### src/rtl/game_health_tracker.sv
// game_health_tracker: character/health game state with saturating damage/heal, i-frames and optional passive regen (HEALTH_REGEN_EN)
module game_health_tracker #(
  parameter int MAX_HEALTH    = 10,
  parameter int IFRAME_CYCLES = 50000000,
  parameter int REGEN_CYCLES  = 200000000
) (
  input  logic       clk,
  input  logic       reset,
  input  logic [1:0] char_sel,
  input  logic       char_sel_valid,
  input  logic       start,
  input  logic       damage_valid,
  input  logic [3:0] damage_amt,
  input  logic       heal_valid,
  input  logic [3:0] heal_amt,
  output logic [6:0] data,
  output logic       invuln,
  output logic       dead,
  output logic [1:0] game_state
);
  localparam int IW = $clog2(IFRAME_CYCLES + 1);
  localparam logic [3:0] MAXH = 4'(MAX_HEALTH);
  typedef enum logic [1:0] {IDLE, ALIVE, IFRAME, DEAD} state_t;
  state_t state, state_n;
  logic [1:0] char_reg, char_n;
  logic [3:0] health_reg, health_n, healed, damaged;
  logic [4:0] heal_sum;
  logic [IW-1:0] timer, timer_n;
  logic hit, regen_tick;
  always_comb begin
    heal_sum = {1'b0, health_reg} + {1'b0, heal_amt};
    healed = heal_sum > {1'b0, MAXH} ? MAXH : heal_sum[3:0];
    damaged = damage_amt >= health_reg ? 4'd0 : health_reg - damage_amt;
    hit = state == ALIVE && damage_valid && damage_amt != 4'd0;
    state_n = state;
    char_n = char_reg;
    health_n = health_reg;
    timer_n = timer;
    case (state)
      IDLE: begin
        char_n = char_sel_valid ? char_sel : char_reg;
        health_n = MAXH;
        state_n = start ? ALIVE : IDLE;
      end
      ALIVE: begin
        health_n = hit ? damaged : heal_valid ? healed : regen_tick ? health_reg + 4'd1 : health_reg;
        state_n = !hit ? ALIVE : damaged == 4'd0 ? DEAD : IFRAME;
        timer_n = hit ? IW'(IFRAME_CYCLES - 1) : timer;
      end
      IFRAME: begin
        health_n = heal_valid ? healed : health_reg;
        timer_n = timer == '0 ? '0 : timer - IW'(1);
        state_n = timer == '0 ? ALIVE : IFRAME;
      end
      default: begin
        health_n = start ? MAXH : 4'd0;
        state_n = start ? IDLE : DEAD;
      end
    endcase
  end
`ifdef HEALTH_REGEN_EN
  localparam int RW = $clog2(REGEN_CYCLES + 1);
  logic [RW-1:0] regen_cnt;
  logic regen_run;
  // any heal or hit in the cycle pre-empts and restarts the regen interval
  assign regen_run = state == ALIVE && !hit && !heal_valid && health_reg != 4'd0 && health_reg < MAXH;
  assign regen_tick = regen_run && regen_cnt == RW'(REGEN_CYCLES - 1);
  always_ff @(posedge clk)
    if (reset || !regen_run || regen_tick) regen_cnt <= '0;
    else regen_cnt <= regen_cnt + RW'(1);
`else
  assign regen_tick = 1'b0;
`endif
  always_ff @(posedge clk) begin
    if (reset) begin
      state <= IDLE;
      char_reg <= 2'b00;
      health_reg <= MAXH;
      timer <= '0;
      data <= {3'b000, MAXH};
      invuln <= 1'b0;
      dead <= 1'b0;
      game_state <= IDLE;
    end else begin
      state <= state_n;
      char_reg <= char_n;
      health_reg <= health_n;
      timer <= timer_n;
      data <= {1'b0, char_n, health_n};
      invuln <= state_n == IFRAME;
      dead <= state_n == DEAD;
      game_state <= state_n;
    end
  end
endmodule

### config.mk
export PLATFORM = sky130hd
export DESIGN_NAME = game_health_tracker
export DESIGN_NICKNAME = d
export VERILOG_FILES = /design/src/rtl/game_health_tracker.sv
export SDC_FILE = /design/constraint.sdc
export NUM_CORES = 1
export LEC_CHECK = 0
export BUFFER_PORTS_ARGS = -buffer_cell sky130_fd_sc_hd__buf_4
export CORE_ASPECT_RATIO = 1.5
export CORE_MARGIN = 5
export CORE_UTILIZATION = 41
export DETAILED_ROUTE_END_ITERATION = 16
export SETUP_SLACK_MARGIN = 0.3
export SYNTH_ARGS = -nofsm -noshare
export SYNTH_HDL_FRONTEND = slang
export SYNTH_SLANG_ARGS = --single-unit
### constraint.sdc
create_clock -name clk -period 6.2 [get_ports clk]
set_clock_uncertainty 0.05 [all_clocks]
set_input_delay 0.93 -clock clk [delete_from_list [all_inputs] [get_ports clk]]
set_output_delay 0.93 -clock clk [all_outputs]
set_load 0.01 [all_outputs]
After elaboration in Yosys (flattened, before gate mapping). Cells that the tools add are included.

Magnitude comparators: 2. Equal/unequal tests: 5. Add/sub/neg operators: 3. Reductions and logical operators: 8. Mux-type cells: 17.

Operator list (number): 26-bit two-way mux (2); 26-bit one-hot mux with 2 select lines (1); 26-bit zero test (1); 26-bit by 1-bit subtractor with 26-bit output (second input constant) (1); 4-bit two-way mux (5); 4-bit one-hot mux with 3 select lines (1); 2-bit two-way mux (5); 2-bit == test (second input constant) (3); 2-bit one-hot mux with 3 select lines (1); 4-bit by 4-bit adder with 5-bit output (1); 5-bit by 4-bit > comparator with 1-bit output (second input constant) (1); 4-bit greater-or-equal comparator (1); 4-bit zero test (1); 4-bit nonzero test (1); 4-bit subtractor (1); 2-bit by 1-bit == test with 1-bit output (second input constant) (1); 1-bit logical AND (2); 2-bit zero test (1); 1-bit two-way mux (2); 2-bit inequality test (second input constant) (1); 2-bit AND reduction (1); 2-bit nonzero test (1).

Logic and storage cells: 43. Output and inout port bits: 11. Register bits after elaboration: 43.

Depth between registers and ports, before layout. Gate-level depths: netlist of the first run.

Depth in word-level cells: 7. Gate-level depth with buffers: 9. Depth with buffers taken out: 9.

Worst setup path before layout of the first run. Ideal clock, no wire load.

Kind: input to register. From: in damage_amt[0]. To: reg dead. Path buffers: 0. Stages on the path: 7. Path slack: 3512 ps. Data arrival time: 2553 ps. Required time: 6064 ps. Cell sequence: ha_1 inv_1 fa_1 or3_1 a211oi_1 o311ai_0 a211oi_1.

Word-level cells in the longest chain between the ends: 7. Elaborated cells on any way between the ends: 10. Those cells by class: add/sub: 1; order compare: 1; eq/ne: 1; mux: 4; reduce/logical: 3.

RTL lines: from (decl) (RTL line 13) `input logic [3:0] damage_amt,`; 4-bit subtractor / 4-bit greater-or-equal comparator (equally long branches) (RTL line 33) `damaged = damage_amt >= health_reg ? 4'd0 : health_reg - damage_amt;`; 4-bit two-way mux (RTL line 33); 4-bit zero test (RTL line 47) `state_n = !hit ? ALIVE : damaged == 4'd0 ? DEAD : IFRAME;`; 1-bit two-way mux (RTL line 47); 2-bit two-way mux * (RTL line 47); 2-bit one-hot mux with 3 select lines * (RTL line 39) `case (state)`; 2-bit == test * (RTL line 91) `dead <= state_n == DEAD;`; to (signal assigned) (RTL line 82) `dead <= 1'b0;`; to (signal assigned) (RTL line 91); to (decl) (RTL line 18) `output logic dead,`.

Mark *: on every way between the ends. The rest lies on a longest branch, timed or not. A chain may end at the register's enable or synchronous reset.

Worst setup path after layout of the first run. Same ends and word-level chain as after synthesis.

==> results of run 1 <==
==> power by group <==
part	switching (mW)	internal, mW
sequential	0.0359	0.257
clock	0.0864	0.0991
combinational	0.160	0.114
==> worst max-delay path: stages <==
cell      delay (ns)
buf_4           0.12
ha_1            0.19
inv_1           0.06
fa_1            0.44
or3_1           0.36
a211oi_1        0.33
o311ai_0        0.18
a211oi_1        0.22
==> synthesized netlist by cell type (3+ instances only) <==
library cell / number / area share, %
nand3_1: 8 / 1.7
or4_4: 4 / 1.9
or2_2: 3 / 0.81
a21oi_1: 25 / 5.4
nor2_1: 24 / 3.9
o21a_1: 4 / 1.3
o211ai_1: 3 / 0.97
dfxtp_1: 36 / 31
ha_1: 9 / 4.8
nor4_1: 6 / 1.6
a21o_1: 5 / 1.6
a311oi_1: 8 / 3.0
nand2_1: 18 / 2.9
a211oi_1: 11 / 3.5
nand2b_1: 12 / 3.2
clkbuf_1: 8 / 1.3
o21ai_0: 17 / 3.7
or4_1: 4 / 1.3
or3_1: 5 / 1.3
nor3_1: 14 / 3.0
nor2b_1: 3 / 0.81
inv_1: 14 / 2.3
a31oi_1: 8 / 2.2
==> state kept, by name (all words and copies together) (netlist names) <==
register	cells
data	6
dead	1
invuln	1
state	2
timer	26
==> worst paths after layout <==
kind | startpoint | end | slack, ns
worst max-delay path | damage_amt[0] | dead | 3.52
worst min-delay path | data[5] | data[5] | 0.41
worst max register to register | timer[0] | timer[11] | 3.61
worst min register to register | data[5] | data[5] | 0.41
==> metrics by stage <==
step | hold WS [ns] | util (%) | power (mW) | std cells | worst slack [ns]
global route | 0.4378 | 48.42 | 0.8038 | 381 | 3.360
finish | 0.4108 | 48.42 | 0.7524 | 381 | 3.520
global placement | 0.3981 | 46.66 | 0.5683 | 374 | 3.280
detailed placement | 0.4055 | 46.66 | 0.5716 | 374 | 3.239
floorplan | 0.3994 | - | 0.4991 | 289 | 3.512
CTS | 0.4158 | 48.42 | 0.7567 | 381 | 3.541
==> final cells by class <==
cell class                 instances  share of cell area (%)
timing repair buffer              26                   7.341
inverter                          14                   1.976
multi-input combinational        228                   56.66
sequential                        36                   27.11
clock buffer                       7                   3.624
tap                               70                   3.294
==> routing by layer <==
metal  up-vias  part of all wire, %  global-route usage (%)
met4         0                  2.1                   6.946
met3        12                  3.5                   3.740
li1       1145                    -                       -
met2        35                   54                   34.07
met5         -                    0                       0
met1      1109                   40                   18.97
==> cell families after synthesis <==
group	after synthesis	synth area share (%)
AO/OA/AOI/OAI	100	29.14
XOR/XNOR	2	0.7528
adder cells (fa/ha/maj)	11	6.559
buffers and inverters	25	4.301
flip-flops	36	30.97
multiplexers	1	0.4301
other	1	0.1611
AND/OR/NAND/NOR	113	27.69
==> summary.md, run 1 <==
| Metric | Value |
|---|---|
| RePlAce Congestion | 0.8461 |
| Die outline area | 7314 um^2 |
| Vertical die dimension | a little over 100 um |
| Diodes inserted | 0 |
| CTS hold repair buffers | 0 |
| Leakage power | roughly 1.0 nW |
| Clock tree from TritonCTS | built |
| Warnings from Yosys | 0 |
| Clock root cell | clkbuf_8 |
| Result of the run | finished, final reports clean |
| Setup bufs post-CTS | 0 |
| Final Max Tran Viols | 0 |
| Footprint of the multi-input gates | 1506 um^2 |
| Net count reported at finish | 338 |
| Fraction of layout instances using a drive strength above 1 | 15.43% |
| H-tree levels | 2 |
| Number of antenna violations at the first check in global routing | 0 |
| DRC violation count after routing | 0 |
| Pin count of the biggest net entering global routing | 21 |
| Share of async-settable or async-resettable flops after synthesis | 0% |
| Synthesized area per cell | 8.053 um^2 |
| Endpoints failing hold | 0 |
| Final setup TNS | 0 ns |
| Cells after Synth | between 200 and 300 |
| # fillers | 557 |
| Routed wire length per instance | about 16 um |
| Top fanout value on the critical path | 3 |
| Number of max-capacitance violations reported | 0 |
| Slew margin rel. | between 30% and 40% |
| Number of distinct library cell variants in the gate-level netlist after synthesis | 53 |
| Layout Area Growth over Synthesis | 14.25% |
| Setup crit start kind | input port |
| Post-CTS sizing | 0 |
| Area of all placed cells without fillers | ~2700 um^2 |
| Port-buffer cells | 25 |
| Min-Delay Path Depth | 2 |
| Vias | 2301 |
| Site row count | 33 |
| Most used flip-flop cell after synthesis | dfxtp_1 |
| Horiz. Die Dim | 71.52 um |
| Effective utilization at floorplan | 42.38% |
| DP HPWL | 4684 um |
| RSZ-0062 raised after global routing | false |
| Class of the tightest hold or removal check | reg2reg |
| Buffer levels on the longest clock path | 2 |
| Detailed-route vias per instance | 6.039 |
| Clock transition at the registers of the reported paths | ~0.070 ns |
| Global-route total usage across every layer | roughly 18% |
| Most common cell after layout, fill and taps aside | dfxtp_1 |
| Kind of end point of the critical path | register |
| Drt pass-1 iters | 4 |
| Post-route ant nets | 0 |
| Crit path DAT | ~2.8 ns |
| Top-level port count | 27 |
| Core area | ~5500 um^2 |
| Synthesized flop and latch total | 36 |
| Tmin final | about 2.7 ns |
| Final period util | 43.22% |
| Final WL | roughly 6200 um |
| Portion of the post-synthesis area used by sequential elements | a little under a third |
| Start-to-end type of the worst setup path | in2reg |
| Leading cell types in the layout, fill and taps excluded | dfxtp_1, buf_4, a21oi_1 |
| Peak clock frequency supported by timing | 0.3732 GHz |
| Sequential standard cell area | approximately 700 um^2 |
| Number of sinks on the clock net | 36 |
| Count of flip-flops with a built-in enable after synthesis | 0 |
| First-pass GRT wire length | approximately 10000 um |
| Total CTS buffers | 5 |
| Vias in the first global route | 2220 |
| Number of cells on the worst reg-to-reg path | 7 |
| Worst voltage drop across the vdd grid | approximately 0.00014 V |
| Actual transition at the worst max-transition pin | 0.9654 ns |
| Post-Syn Area | 2327 um^2 |
| Net count after synthesis | 316 |
| Clock Latency Late Sink | between 0.2 and 0.3 ns |
| Critical Path RT | 6.36 ns |
| First-iteration detailed-routing DRC count | 125 |
| Total cell area at the placement stage | approximately 2600 um^2 |
| Setup Viol. Count Final | 0 |
| Pwr dens | 283.0 nW/um^2 |
| Grt ovf | 0 |
Note: power is estimated with default switching activity, not from simulation.
==> run 2: changes to the inputs <==
Clock period 6.2 ns to 2.75 ns, I/O delays scaled along.
==> run 2 against run 1 <==
  * Utilization is 1.4 points higher
  * Critical path type is now reg2reg
  * Combinational power is 150% higher
  * Design area is 2.9% higher
  * Power is 130% higher
  * Flip-flop and latch count stayed put
  * Final cell count is 2.1% higher
  * Sequential share of layout area is 0.71 points lower
  * Sequential power is 120% higher
==> summary.md, run 2 (synthesized netlist as in run 1, its figures left out) <==
| Metric | Value |
|---|---|
| Result of the run | finished, final reports clean |
| Biggest registers after layout | timer: 26 flops, data: 6 flops, state: 2 flops |
| Global-route total usage across every layer | 17.68% (-0.23 points) |
| Number of sinks on the clock net | 36 (unchanged) |
| Peak clock frequency supported by timing | 0.4408 GHz |
| Slew margin rel. | 59.38% (+24 points) |
| Pwr dens | 637.9 nW/um^2 (+130%) |
| Net count reported at finish | 346 (+2.4%) |
| RePlAce Congestion | 0.7981 (-5.7%) |
| Final period util | roughly 82% |
| Diodes inserted | 0 (unchanged) |
| Clock tree from TritonCTS | built |
| Critical Path RT | 2.90 ns (-3.46 ns) |
| Delay of the slowest critical-path stage | 0.59 ns (+0.15 ns) |
| Flip-flop count of the largest register, all copies and words added | 26 (unchanged) |
| DP HPWL | 4793 um (+2.3%) |
| Grt ovf | 0 (unchanged) |
| CTS hold repair buffers | 0 (unchanged) |
| Fraction of layout instances using a drive strength above 1 | 18.81% (+3.4 points) |
| Buf/Inv on CP | 0 (-2) |
| Clock root cell | clkbuf_8 |
| Setup Viol. Count Final | 0 (unchanged) |
| Vertical die dimension | 102.3 um (unchanged) |
| Endpoints failing hold | 0 (unchanged) |
| Clock transition at the registers of the reported paths | 0.07 ns (about the same) |
| Post-route ant nets | 0 (unchanged) |
| Setup crit start kind | register |
| Top-level port count | 27 (unchanged) |
| Drt pass-1 iters | 4 (unchanged) |
| Horiz. Die Dim | 71.52 um (unchanged) |
| Number of cells in the design after placement | 380 (+1.6%) |
| Buffer levels on the longest clock path | 2 (unchanged) |
| Family with the most delay on the worst path | simple AND/OR/NAND/NOR gates |
| Start-to-end type of the worst setup path | reg2reg |
| Pin count of the biggest net entering global routing | 21 (unchanged) |
| Core area | 5492 um^2 (unchanged) |
| # fillers | 581 (+4.3%) |
| Tmin final | between 2 and 2.5 ns |
| Sequence of cells on the critical path | or4_4 > or4_4 > or3_1 > o32ai_1 |
| Crit path DAT | 2.42 ns (-0.42 ns) |
| Most numerous cell on the critical path | or4_4 |
| Site row count | 33 (unchanged) |
| First-iteration detailed-routing DRC count | 38 (-70%) |
| Port-buffer cells | 25 (unchanged) |
| Die outline area | 7314 um^2 (unchanged) |
| Count of non-filler cells in the finished layout | 389 (+2.1%) |
| Detailed-route vias per instance | 5.951 (-1.5%) |
| Worst voltage drop across the vdd grid | 0.0002885 V (+110%) |
| Class of the tightest hold or removal check | in2reg |
| Most flops, register | timer |
| RSZ-0062 raised after global routing | false |
| H-tree levels | 2 (unchanged) |
| Layout Area Growth over Synthesis | 17.53% |
| Final Max Tran Viols | 0 (unchanged) |
| Clock Latency Late Sink | 0.29 ns (about the same) |
| Top fanout value on the critical path | 5 (+2) |
| Leading cell types in the layout, fill and taps excluded | dfxtp_1, buf_4, a21oi_1 |
| Actual transition at the worst max-transition pin | 0.6037 ns (-0.3617 ns) |
| Number of antenna violations at the first check in global routing | 0 (unchanged) |
| Leakage power | 1.061 nW (+4.3%) |
| Effective utilization at floorplan | 42.38% (unchanged) |
| Final setup TNS | 0 ns (unchanged) |
| Kind of end point of the critical path | register |
| Final WL | 6224 um (+0.18%) |
| Cell with the largest stage delay on the worst path | or4_4 |
| Total CTS buffers | 5 (unchanged) |
| Number of max-capacitance violations reported | 0 (unchanged) |
| Final standard cell utilization of the core | 49.81% (+1.4 points) |
| Vias in the first global route | 2314 (+4.2%) |
| Vias | 2315 (+0.61%) |
| First-pass GRT wire length | 10280 um (-1.3%) |
| DRC violation count after routing | 0 (unchanged) |
| Most common cell after layout, fill and taps aside | dfxtp_1 |
| Routed wire length per instance | 16.00 um (-1.9%) |
==> run 2: repair_timing <==
item	4_1_cts	5_1_grt
setup endpoints to repair	0	7
buffers inserted	0	2
resized for setup	0	4
==> run 2: cell type report <==
cell class / instances / area, um^2 / share of cell area, %
Clock buffer: 7 / 96.34 / 3.522
Tap cell: 70 / 87.58 / 3.202
Timing Repair Buffer: 34 / 255.2 / 9.332
Inverter: 14 / 52.55 / 1.921
Multi-Input combinational cell: 228 / 1521 / 55.63
Sequential cell: 36 / 721.9 / 26.40
==> run 2: path summary, 6_finish.rpt <==
path | startpoint | to | slack [ns] | depth (start not counted)
max | timer[6] | timer[18] | 0.48 | 4
min | char_sel[1] | data[5] | 0.34 | 3
max reg2reg | timer[6] | timer[18] | 0.48 | 4
min reg2reg | data[5] | data[5] | 0.41 | 2
==> run 2: stage by stage <==
step	hold WS, ns	setup slack, ns	instance area (um^2)	total power, mW
global route	0.3481	0.3146	2735	1.859
detailed placement	0.4030	0.3098	2608	1.311
global placement	0.3966	0.3348	2608	1.303
floorplan	0.3994	0.5438	2327	1.125
finish	0.3416	0.4813	2735	1.745
CTS	0.3341	0.3230	2704	1.723
==> run 2: where the power goes <==
part / total [mW] / leakage [nW] / switching, mW / internal (mW)
clock network: 0.409 / 0.0503 / 0.186 / 0.223
registers: 0.658 / 0.295 / 0.0777 / 0.580
logic: 0.677 / 0.716 / 0.377 / 0.300
total: 1.74 / 1.06 / 0.641 / 1.10
==> run 2: routing by layer <==
layer / up-vias / GRT usage, % / wire length, um
li1: 1165 / - / -
met1: 1102 / 17.26 / 2355
met2: 37 / 35.76 / 3472
met3: 11 / 3.051 / 260
met4: 0 / 6.946 / 134
met5: - / 0 / 0
==> run 2: worst reg2reg max path: stages, from the launching register on <==
cell     delay [ns]
dfxtp_1        0.36
or4_4          0.59
or4_4          0.54
or3_1          0.38
o32ai_1        0.26
==> run 3: changes to the inputs <==
Clock period 2.75 ns to 1.99 ns, I/O delays scaled along.
==> run 3 against run 2 <==
  * The flow now finishes with violations (setup timing)
  * Utilization grew 15 points
  * Die area is the same
  * Non-clock buffer count grew 65
  * Power grew 70%
  * Register-to-register slack lost 0.70 ns
  * First-iteration DRC count grew 58%
  * Final cell count grew 17%
  * Design area grew 30%
  * Global-route usage grew 3.0 points
  * Sequential share of layout area shrank 5.8 points
  * Critical endpoint is now timer[23]
==> summary.md, run 3 (synthesized netlist as in run 1, its figures left out) <==
| Metric | Value |
|---|---|
| Result of the run | complete, but fails checks |
| Failing checks | setup timing |
| DP HPWL | 5554 um (+16%) |
| Clock root cell | clkbuf_8 |
| H-tree levels | 2 (unchanged) |
| Leakage power | 1.434 nW (+35%) |
| First-iteration detailed-routing DRC count | 60 (+58%) |
| Final Max Tran Viols | 0 (unchanged) |
| Worst reg-to-reg setup slack | -0.21 ns (-0.70 ns) |
| Final WL | 7425 um (+19%) |
| Area of all placed cells without fillers | 3556 um^2 (+30%) |
| Buffer levels on the longest clock path | 2 (unchanged) |
| Worst R2R End | timer[23] |
| Vertical die dimension | 102.3 um (unchanged) |
| Slew margin rel. | 58.96% (-0.42 points) |
| Flip-flop count of the largest register, all copies and words added | 26 (unchanged) |
| Final period util | 110.8% (+28 points) |
| Routed wire length per instance | 16.32 um (+2.0%) |
| Clock transition at the registers of the reported paths | 0.07 ns (about the same) |
| Most numerous cell on the critical path | or4_4 |
| RSZ-0062 raised after global routing | true |
| Vias | 2591 (+12%) |
| Total CTS buffers | 5 (unchanged) |
| Critical Path RT | 2.13 ns (-0.77 ns) |
| Global-route total usage across every layer | 20.64% (+3.0 points) |
| RePlAce Congestion | 0.8742 (+9.5%) |
| Tmin final | 2.205 ns (-0.06395 ns) |
| Core area | 5492 um^2 (unchanged) |
| Net count reported at finish | 411 (+19%) |
| Horiz. Die Dim | 71.52 um (unchanged) |
| Most common cell after layout, fill and taps aside | buf_4 |
| Number of cells on the worst reg-to-reg path | 6 (+2) |
| Final setup margin | -0.2147 ns (-0.6961 ns) |
| Effective utilization at floorplan | 42.38% (unchanged) |
| Actual transition at the worst max-transition pin | 0.6076 ns (+0.003940 ns) |
| Biggest registers after layout | timer: 26 flops, data: 6 flops, state: 2 flops |
| Min-Delay Path Depth | 3 (unchanged) |
| Number of antenna violations at the first check in global routing | 0 (unchanged) |
| Site row count | 33 (unchanged) |
| Sequence of cells on the critical path | or4_4 > or4_4 > buf_4 > nor4_4 > nor3_1 > a211oi_1 |
| Grt ovf | 0 (unchanged) |
| Vias in the first global route | 2658 (+15%) |
| Diodes inserted | 0 (unchanged) |
| Leading cell types in the layout, fill and taps excluded | buf_4, dfxtp_1, nor2_1 |
| Total cell area at the placement stage | 3113 um^2 (+19%) |
| Endpoints failing hold | 0 (unchanged) |
| Number of max-capacitance violations reported | 0 (unchanged) |
| Setup Viol. Count Final | 24 (+24) |
| Top fanout value on the critical path | 4 (-1) |
| Worst voltage drop across the vdd grid | 0.0005867 V (+100%) |
| Kind of end point of the critical path | register |
| Worst r2r src | timer[10] |
| Worst hold path startpoint | char_sel_valid |
| Layout Area Growth over Synthesis | 52.80% |
| Most flops, register | timer |
| Crit path DAT | 2.34 ns (-0.08 ns) |
| Cell with the largest stage delay on the worst path | or4_4 |
| Port-buffer cells | 25 (unchanged) |
| Post-route ant nets | 0 (unchanged) |
| Top-level port count | 27 (unchanged) |
| # fillers | 473 (-19%) |
| Footprint of the multi-input gates | 1804 um^2 (+19%) |
| Final setup TNS | -2.299 ns (-2.299 ns) |
| Detailed-route vias per instance | 5.695 (-4.3%) |
| Clock tree from TritonCTS | built |
| Class of the tightest hold or removal check | in2reg |
| Start-to-end type of the worst setup path | reg2reg |
| Fraction of layout instances using a drive strength above 1 | 44.68% (+26 points) |
| Total power | 2.971 mW (+70%) |
| Sequential standard cell area | 732.0 um^2 (+1.4%) |
| Die outline area | 7314 um^2 (unchanged) |
| Delay of the slowest critical-path stage | 0.57 ns (-0.02 ns) |
| Peak clock frequency supported by timing | 0.4536 GHz (+2.9%) |
| DRC violation count after routing | 0 (unchanged) |
| Number of sinks on the clock net | 36 (unchanged) |
| Drt pass-1 iters | 4 (unchanged) |
| First-pass GRT wire length | 11960 um (+16%) |
| End point of the worst hold path | data[4] |
| Pwr dens | 835.5 nW/um^2 (+31%) |
| Pin count of the biggest net entering global routing | 18 (-14%) |
| Clock Latency Late Sink | 0.28 ns (about the same) |
| Setup crit start kind | register |
-- run 3: cell count changes in the layout (fill, tap and decap cells not counted), sizes merged --
| cell | change |
|---|---|
| clkbuf | +1 |
| buf | +65 |
-- run 3: where the power goes --
part | leakage (nW) | internal (mW) | switching, mW | total (mW)
registers | 0.297 | 0.803 | 0.0654 | 0.869
clock network | 0.0455 | 0.282 | 0.248 | 0.530
logic | 1.09 | 0.785 | 0.787 | 1.57
-- run 3: cell type report --
| class | count | area share [%] |
|---|---|---|
| tap | 70 | 2.463 |
| sequential | 36 | 20.58 |
| inverter | 14 | 1.478 |
| timing repair buffer | 99 | 22.20 |
| clock buffer | 8 | 2.533 |
| multi-input combinational | 228 | 50.74 |
-- run 3: per-layer routing --
layer  up-vias  global-route usage [%]  part of all wire [%]
met5         -                       0                     0
met1      1244                   19.88                    36
met3        14                   2.559                   2.6
met2        44                   42.42                    59
met4         0                   8.828                   2.2
li1       1289                       -                     -
-- run 3: timing repair --
action                     in CTS  in global routing
setup endpoints to repair      34                 34
hold buffers                    0                  0
hold endpoints to repair        0                  0
setup buffers                   5                  9
resized for setup              29                 29
pin swaps                      21                 26
-- run 3: metrics by stage --
stage | hold WS (ns) | setup slack, ns | cells | utilization (%)
6_report | 0.2399 | -0.2147 | 455 | 64.75
3_5_place_dp | 0.4130 | -0.2051 | 433 | 56.69
5_1_grt | 0.2393 | -0.3312 | 455 | 64.75
3_3_place_gp | 0.3985 | -0.1792 | 433 | 56.69
2_1_floorplan | 0.3960 | -0.09486 | 289 | -
4_1_cts | 0.2314 | -0.2076 | 446 | 61.18
-- run 3: how the worst max path moves through the flow --
| stage | cells after the start | from | slack, ns | end |
|---|---|---|---|---|
| 6_report | 6 | timer[10] | -0.21 | timer[23] |
| 5_1_grt | 5 | timer[10] | -0.33 | timer[21] |
| 2_1_floorplan | 5 | timer[9] | -0.09 | timer[18] |
| 3_5_place_dp | 5 | timer[13] | -0.21 | timer[21] |
| 4_1_cts | 6 | timer[10] | -0.21 | timer[17] |
| 3_3_place_gp | 5 | timer[13] | -0.18 | timer[21] |
-- run 3: worst max-delay path: cells and delay by family (launching register included) --
kind / cells / cell delay (ns)
compound gates: 1 / 0.22
buf+inv: 1 / 0.17
flops: 1 / 0.32
simple gates: 4 / 1.36
